<file path="src/rtl/hsv_core_commit.sv">
// hsv_core_commit: in-order retirement stage that writes the register file and drives the ctrlstatus sideband.
// Optional feature: define HSV_CORE_COMMIT_MISALIGN_TRAP_EN to turn misaligned jump targets into traps.
// in_data packs NUM_UNITS commit_data_t records; unit i sits at [i*CW +: CW], with fields ordered MSB-first:
// token, pc, next_pc, rd, rd_value, writeback, trap, trap_cause, trap_value, mode_return, jump, irq_boundary.
module hsv_core_commit #(
  parameter int unsigned NUM_UNITS = 5,
  parameter int unsigned TOKEN_W   = 4
) (
  input  logic                                 clk_core,
  input  logic                                 rst_core,
  input  logic                                 flush_req,
  output logic                                 flush_ack,
  input  logic [NUM_UNITS*(TOKEN_W+143)-1:0]   in_data,
  input  logic [NUM_UNITS-1:0]                 in_valid,
  output logic [NUM_UNITS-1:0]                 in_ready,
  output logic [TOKEN_W-1:0]                   commit_token,
  output logic                                 rf_wr_en,
  output logic [4:0]                           rf_wr_addr,
  output logic [31:0]                          rf_wr_data,
  output logic                                 ctrl_commit,
  output logic                                 ctrl_flush_begin,
  output logic                                 ctrl_trap,
  output logic [4:0]                           ctrl_trap_cause,
  output logic [31:0]                          ctrl_trap_value,
  output logic                                 ctrl_mode_return,
  output logic [31:0]                          ctrl_next_pc,
  input  logic                                 ctrl_wait_irq,
  input  logic                                 ctrl_begin_irq
);

  typedef struct packed {
    logic [TOKEN_W-1:0] token;
    logic [31:0]        pc;
    logic [31:0]        next_pc;
    logic [4:0]         rd;
    logic [31:0]        rd_value;
    logic               writeback;
    logic               trap;
    logic [4:0]         trap_cause;
    logic [31:0]        trap_value;
    logic               mode_return;
    logic               jump;
    logic               irq_boundary;
  } commit_data_t;

  localparam int unsigned CW = $bits(commit_data_t);

  typedef enum logic [1:0] {
    ST_RUN   = 2'd0,
    ST_DRAIN = 2'd1,
    ST_FLUSH = 2'd2
  } state_e;

  state_e               state_q, state_d;
  commit_data_t         units [NUM_UNITS];
  logic [NUM_UNITS-1:0] match;
  logic [NUM_UNITS-1:0] grant;
  logic                 sel_found;
  commit_data_t         sel;
  logic                 accept;
  logic                 misalign;
  logic                 trap_eff;
  logic [4:0]           trap_cause_eff;
  logic [31:0]          trap_value_eff;
  logic                 redirect;

  logic [TOKEN_W-1:0]   token_q, token_d;
  logic                 flush_ack_q, flush_ack_d;
  logic                 rf_wr_en_q, rf_wr_en_d;
  logic [4:0]           rf_wr_addr_q, rf_wr_addr_d;
  logic [31:0]          rf_wr_data_q, rf_wr_data_d;
  logic                 commit_q, commit_d;
  logic                 flush_begin_q, flush_begin_d;
  logic                 trap_q, trap_d;
  logic [4:0]           trap_cause_q, trap_cause_d;
  logic [31:0]          trap_value_q, trap_value_d;
  logic                 mode_return_q, mode_return_d;
  logic [31:0]          next_pc_q, next_pc_d;

  // ctrl_begin_irq only orders events inside the ctrlstatus FSM; pc is carried for tracing only.
  logic unused_ok;
  assign unused_ok = ^{ctrl_begin_irq, sel.pc};

  // Unpack producer records and flag the ones holding the expected token.
  always_comb begin
    match = '0;
    for (int i = 0; i < int'(NUM_UNITS); i++) begin
      units[i] = in_data[i*CW +: CW];
      match[i] = in_valid[i] && (units[i].token == token_q);
    end
  end

  // Lowest matching index wins; the descending scan lets the lowest overwrite last.
  always_comb begin
    grant     = '0;
    sel_found = 1'b0;
    sel       = '0;
    for (int i = int'(NUM_UNITS) - 1; i >= 0; i--) begin
      if (match[i]) begin
        grant     = '0;
        grant[i]  = 1'b1;
        sel_found = 1'b1;
        sel       = units[i];
      end
    end
  end

`ifdef HSV_CORE_COMMIT_MISALIGN_TRAP_EN
  assign misalign = sel.jump && !sel.trap && (sel.next_pc[1:0] != 2'b00);
`else
  assign misalign = 1'b0;
`endif

  assign trap_eff       = sel.trap || misalign;
  assign trap_cause_eff = misalign ? 5'd0 : sel.trap_cause;
  assign trap_value_eff = misalign ? sel.next_pc : sel.trap_value;
  assign redirect       = sel.jump || trap_eff || sel.mode_return;

  always_ff @(posedge clk_core or posedge rst_core) begin
    if (rst_core) begin
      state_q <= ST_RUN;
    end else begin
      state_q <= state_d;
    end
  end

  always_comb begin
    state_d = state_q;
    unique case (state_q)
      ST_RUN: begin
        if (flush_req) begin
          state_d = ST_FLUSH;
        end else if (accept && redirect) begin
          state_d = ST_DRAIN;
        end
      end
      ST_DRAIN: begin
        if (flush_req) begin
          state_d = ST_FLUSH;
        end
      end
      ST_FLUSH: begin
        if (!flush_req) begin
          state_d = ST_RUN;
        end
      end
      default: state_d = ST_RUN;
    endcase
  end

  // Handshake and next values of every registered output.
  always_comb begin
    accept        = 1'b0;
    in_ready      = '0;
    token_d       = token_q;
    flush_ack_d   = 1'b0;
    commit_d      = 1'b0;
    rf_wr_en_d    = 1'b0;
    rf_wr_addr_d  = rf_wr_addr_q;
    rf_wr_data_d  = rf_wr_data_q;
    flush_begin_d = 1'b0;
    trap_d        = 1'b0;
    mode_return_d = 1'b0;
    trap_cause_d  = trap_cause_q;
    trap_value_d  = trap_value_q;
    next_pc_d     = next_pc_q;

    if ((state_q == ST_RUN) && !flush_req && sel_found &&
        (!ctrl_wait_irq || sel.irq_boundary)) begin
      accept = 1'b1;
    end
    if (accept) begin
      in_ready      = grant;
      token_d       = token_q + TOKEN_W'(1);
      commit_d      = 1'b1;
      rf_wr_en_d    = sel.writeback && !trap_eff && (sel.rd != 5'd0);
      flush_begin_d = redirect;
      trap_d        = trap_eff;
      mode_return_d = sel.mode_return;
      trap_cause_d  = trap_cause_eff;
      trap_value_d  = trap_value_eff;
      next_pc_d     = sel.next_pc;
      if (rf_wr_en_d) begin
        rf_wr_addr_d = sel.rd;
        rf_wr_data_d = sel.rd_value;
      end
    end
    // The token restarts while the pipeline is being flushed.
    if (state_d == ST_FLUSH) begin
      token_d     = '0;
      flush_ack_d = 1'b1;
    end
  end

  always_ff @(posedge clk_core or posedge rst_core) begin
    if (rst_core) begin
      token_q       <= '0;
      flush_ack_q   <= 1'b0;
      commit_q      <= 1'b0;
      rf_wr_en_q    <= 1'b0;
      rf_wr_addr_q  <= '0;
      rf_wr_data_q  <= '0;
      flush_begin_q <= 1'b0;
      trap_q        <= 1'b0;
      trap_cause_q  <= '0;
      trap_value_q  <= '0;
      mode_return_q <= 1'b0;
      next_pc_q     <= '0;
    end else begin
      token_q       <= token_d;
      flush_ack_q   <= flush_ack_d;
      commit_q      <= commit_d;
      rf_wr_en_q    <= rf_wr_en_d;
      rf_wr_addr_q  <= rf_wr_addr_d;
      rf_wr_data_q  <= rf_wr_data_d;
      flush_begin_q <= flush_begin_d;
      trap_q        <= trap_d;
      trap_cause_q  <= trap_cause_d;
      trap_value_q  <= trap_value_d;
      mode_return_q <= mode_return_d;
      next_pc_q     <= next_pc_d;
    end
  end

  assign commit_token     = token_q;
  assign flush_ack        = flush_ack_q;
  assign ctrl_commit      = commit_q;
  assign rf_wr_en         = rf_wr_en_q;
  assign rf_wr_addr       = rf_wr_addr_q;
  assign rf_wr_data       = rf_wr_data_q;
  assign ctrl_flush_begin = flush_begin_q;
  assign ctrl_trap        = trap_q;
  assign ctrl_trap_cause  = trap_cause_q;
  assign ctrl_trap_value  = trap_value_q;
  assign ctrl_mode_return = mode_return_q;
  assign ctrl_next_pc     = next_pc_q;

endmodule
</file>
<file path="config.mk">
export PLATFORM = sky130hd
export DESIGN_NAME = hsv_core_commit
export DESIGN_NICKNAME = d
export VERILOG_FILES = /design/src/rtl/hsv_core_commit.sv
export SDC_FILE = /design/constraint.sdc
export NUM_CORES = 1
export LEC_CHECK = 0
export BUFFER_PORTS_ARGS = -buffer_cell sky130_fd_sc_hd__buf_2
export CORE_AREA = 2 2 336 338
export DETAILED_ROUTE_END_ITERATION = 8
export DIE_AREA = 0 0 338 340
export PLACE_DENSITY = 0.33
export RECOVER_POWER = 25
export SYNTH_ARGS = -nofsm -noshare
export SYNTH_HDL_FRONTEND = slang
export SYNTH_SLANG_ARGS = --single-unit
</file>
<file path="constraint.sdc">
create_clock -name clk_core -period 6.2 [get_ports clk_core]
set_input_delay 0.62 -clock clk_core [delete_from_list [all_inputs] [get_ports clk_core]]
set_output_delay 0.62 -clock clk_core [all_outputs]
set_load 0.01 [all_outputs]
</file>
==> flow_summary.yaml <==
drt:
  post_drt_wl_per_cell_um: 22.7
  first_iteration_detailed_routing_drc_count: 631
  vias_per_cell: 3.49
  wl_um: 69700
  dr.pass1.iters: 8
  ant_nets: 0
  detailroute.via_count: 10700
  route.detailed.drc: 0
critical_path:
  end_kind: "output pin"
  r2r_slack_ns: 1.65
  r2r-start: "commit_token[0]$_DFFE_PP0P_"
  timing.critical_path.arrival_ns: 4.20
  critical_path_cell_count: 10
  maximum_single_stage_delay_on_the_critical_path_ns: 0.65
  rr_endpoint: "rf_wr_data[11]$_DFFE_PP0P_"
  crit_type: "reg -> out"
  critical_path_peak_fanout: 37
  critPathRequiredTime_ns: 5.58
  worst_path_max_delay_cell: "and3_4"
  cp_num_buf_inv: 3
  setup.worst_path.end: "in_ready[3]"
  crit_path_start: "commit_token[0]$_DFFE_PP0P_"
  worst_path_dominant_cell_family: "simple AND/OR/NAND/NOR gates"
  cp-start-kind: "flop"
  r2r.worst_path.cells: 11
  critical_path_cell_by_cell: "xor2_1 > nor3_1 > and3_4 > buf_4 > nor2_1 > o221ai_1 > a31o_2 > inv_4 > and3_1 > buf_2"
logic_synthesis:
  synth.cell_area_um2: 8020
  ys_top_cells_by_area: "dfrtp_1, a22oi_1, a221o_1"
  synthesis.instances: 899
  post_synth_num_cell_types: 58
  post_synthesis_average_cell_area_um2: 8.92
  synth_async_sr_flop_share: 1.00
  synth_most_common_cell: "dfrtp_1"
  synth.ff_latch_count: 118
  synth_nets: 1645
  post-synth-top-area-cell: "dfrtp_1"
  synthTopCellsByCount: "dfrtp_1, clkbuf_1, nor2_1"
  yosys_top_cell_area_share: 0.368
  yosysWarningCount: 0
  synth_top_flop_cell: "dfrtp_1"
  synth_edf_count: 0
  ys_seq_area_frac: 0.368
timing:
  final-max-slew-violation-count: 71
  clock.fmax_mhz: 207
  tns_ns: 0
  hold-worst-slack_ns: 0.412
  hold_viol_final: 0
  grt_setup_unrepaired: "false"
  finalWorstPathRequiredPeriod_ns: 4.82
  final_min_period_over_clock_period: 0.778
  timing_worst_slew_pin_value_ns: 3.90
  worst_clock_skew_ns: 0.0140
  relSlewSlack: -1.62
  layout_setup_ws_ns: 1.38
  finalSetupViolCount: 0
final_layout:
  post_route_cells_drive_above_1_share: 0.500
  sequential_cell_area_um2: 2950
  multi_input_area_um2: 4650
  number_of_filler_cells_placed_in_the_layout: 13000
  fin_util: 0.124
  area_growth_pct: 72.7
  final_nets: 2290
cts:
  clk_path_buf_depth: 2
  post_cts.resized_instances: 0
  clk_pin_slew_worst_paths_ns: 0.07
  number_of_h_tree_branching_levels: 4
  tritoncts_num_sinks: 118
  ctsHoldBuffers: 0
  clock_tree.root_cell: "clkbuf_16"
  cts_buffers: 17
  clock_latency_ns: 0.50
  cts_setup_buffers: 0
  cts_tree: "yes"
job:
  max-cap-violations: 1
floorplanning:
  floorplan.rows: 123
  ios: 866
  dieArea_um2: 115000
  fp.dieH_um: 340
  die_outline_width_um: 338
  start_util: 0.0719
  core-area_um2: 112000
global_route:
  overflow: 0
  number_of_antenna_violations_at_the_first_check_in_global_routing: 40
  first_global_vias: 10900
  grt_util_all_layers: 0.117
  grt_pass1_wl_um: 90600
  grt_start_max_net_pins: 84
power_and_ir_drop:
  p_per_area_nw_per_um2: 201
  design_power_total_w: 0.00278
  vdd.ir_drop.worst_v: 0.000119
  total_leakage_power_nw: 6.06
placed_design:
  dp_hpwl_um: 56200
  gp_congestion: 0.730
  io_buffer_count: 704
  dpl_worst_slack_ns: 1.50
run_status:
  status: "complete, but fails checks"
  violations: "capacitance limit, slew limit"
worst_hold_path:
  worstHoldPathType: "in -> reg"
-- per-layer routing --
layer  track usage  vias up  routed length, um
li1              -     4913                  -
met4        0.0383       22               1470
met3        0.0407       68               6400
met2         0.194      592              32600
met5             0        -                135
met1         0.141     5101              29100
-- stage by stage --
step,cells,area (um^2)
5_1_grt,3061,13800
2_1_floorplan,899,8020
3_5_place_dp,3025,13300
3_3_place_gp,3025,13300
4_1_cts,3057,13900
6_report,3067,13900
-- worst register-to-register path: stages, from the launching register on --
cell and delay, ns:
dfrtp_1 0.66, xnor2_1 0.18, nand3_1 0.43, nor2_4 0.42, buf_4 0.42, buf_4 0.59, nand2_1 0.18, a21oi_1 0.47
nand3b_1 0.29, a211oi_4 0.06, buf_4 0.31, mux2_1 0.43
-- layout make-up --
class / count / share of cell area
antenna: 10 / 0.00181
inverter: 13 / 0.00379
sequential: 118 / 0.213
tap: 1500 / 0.136
clock buffer: 17 / 0.0307
clock inverter: 15 / 0.00958
timing repair buffer: 734 / 0.270
multi-input combinational: 660 / 0.336
-- state kept, by name, indices dropped and copies added (netlist names) --
register and flops:
commit_token 4, ctrl_commit 1, ctrl_flush_begin 1, ctrl_mode_return 1
ctrl_next_pc 32, ctrl_trap 1, ctrl_trap_cause 5, ctrl_trap_value 32
flush_ack 1, rf_wr_addr 5, rf_wr_data 32, rf_wr_en 1
state_q 2
-- worst min path at each step --
stage	cells past startpoint	from	slack [ns]	end
final	3	in_data[40]	0.41	ctrl_trap$_DFF_PP0_
after global routing	3	in_data[40]	0.37	ctrl_trap$_DFF_PP0_
after CTS	2	rst_core	0.29	ctrl_trap_value[12]$_DFFE_PP0P_
after detailed placement	1	rf_wr_data[21]$_DFFE_PP0P_	0.47	rf_wr_data[21]$_DFFE_PP0P_
after global placement	2	ctrl_trap_cause[2]$_DFFE_PP0P_	0.46	ctrl_trap_cause[2]$_DFFE_PP0P_
after floorplan	1	state_q[0]$_DFF_PP0_	0.47	flush_ack$_DFF_PP0_
-- layout by cell type (no fill, tap or decap), drive strengths merged, types with 5 or more instances in the layout --
cell        n
buf       716
dfrtp     118
nor2       85
a22oi      82
o21ai      76
a31oi      53
a221o      50
o211ai     50
mux2       35
clkbuf     35
nand2      32
a21oi      31
a222oi     31
a221oi     23
o31ai      21
inv        13
xnor2      11
nor3       11
diode      10
nand3      10
clkinvlp    8
xor2        7
clkinv      6
o22ai       5
-- power breakdown --
part | switching, W | internal, W
registers | 0.0000771 | 0.000908
logic | 0.000426 | 0.000339
clock network | 0.000481 | 0.000548
total | 0.000984 | 0.00180
-- cells by family after synthesis --
kind of cell             count (synthesis)  synth area share
adder cells (fa/ha/maj)                  1           0.00156
multiplexers                            36            0.0555
flip-flops                             118             0.368
XOR/XNOR                                18            0.0197
buffers and inverters                  121            0.0616
AND/OR/NAND/NOR                        158            0.0846
AO/OA/AOI/OAI                          447             0.409
Note: power is estimated with default switching activity, not from simulation.
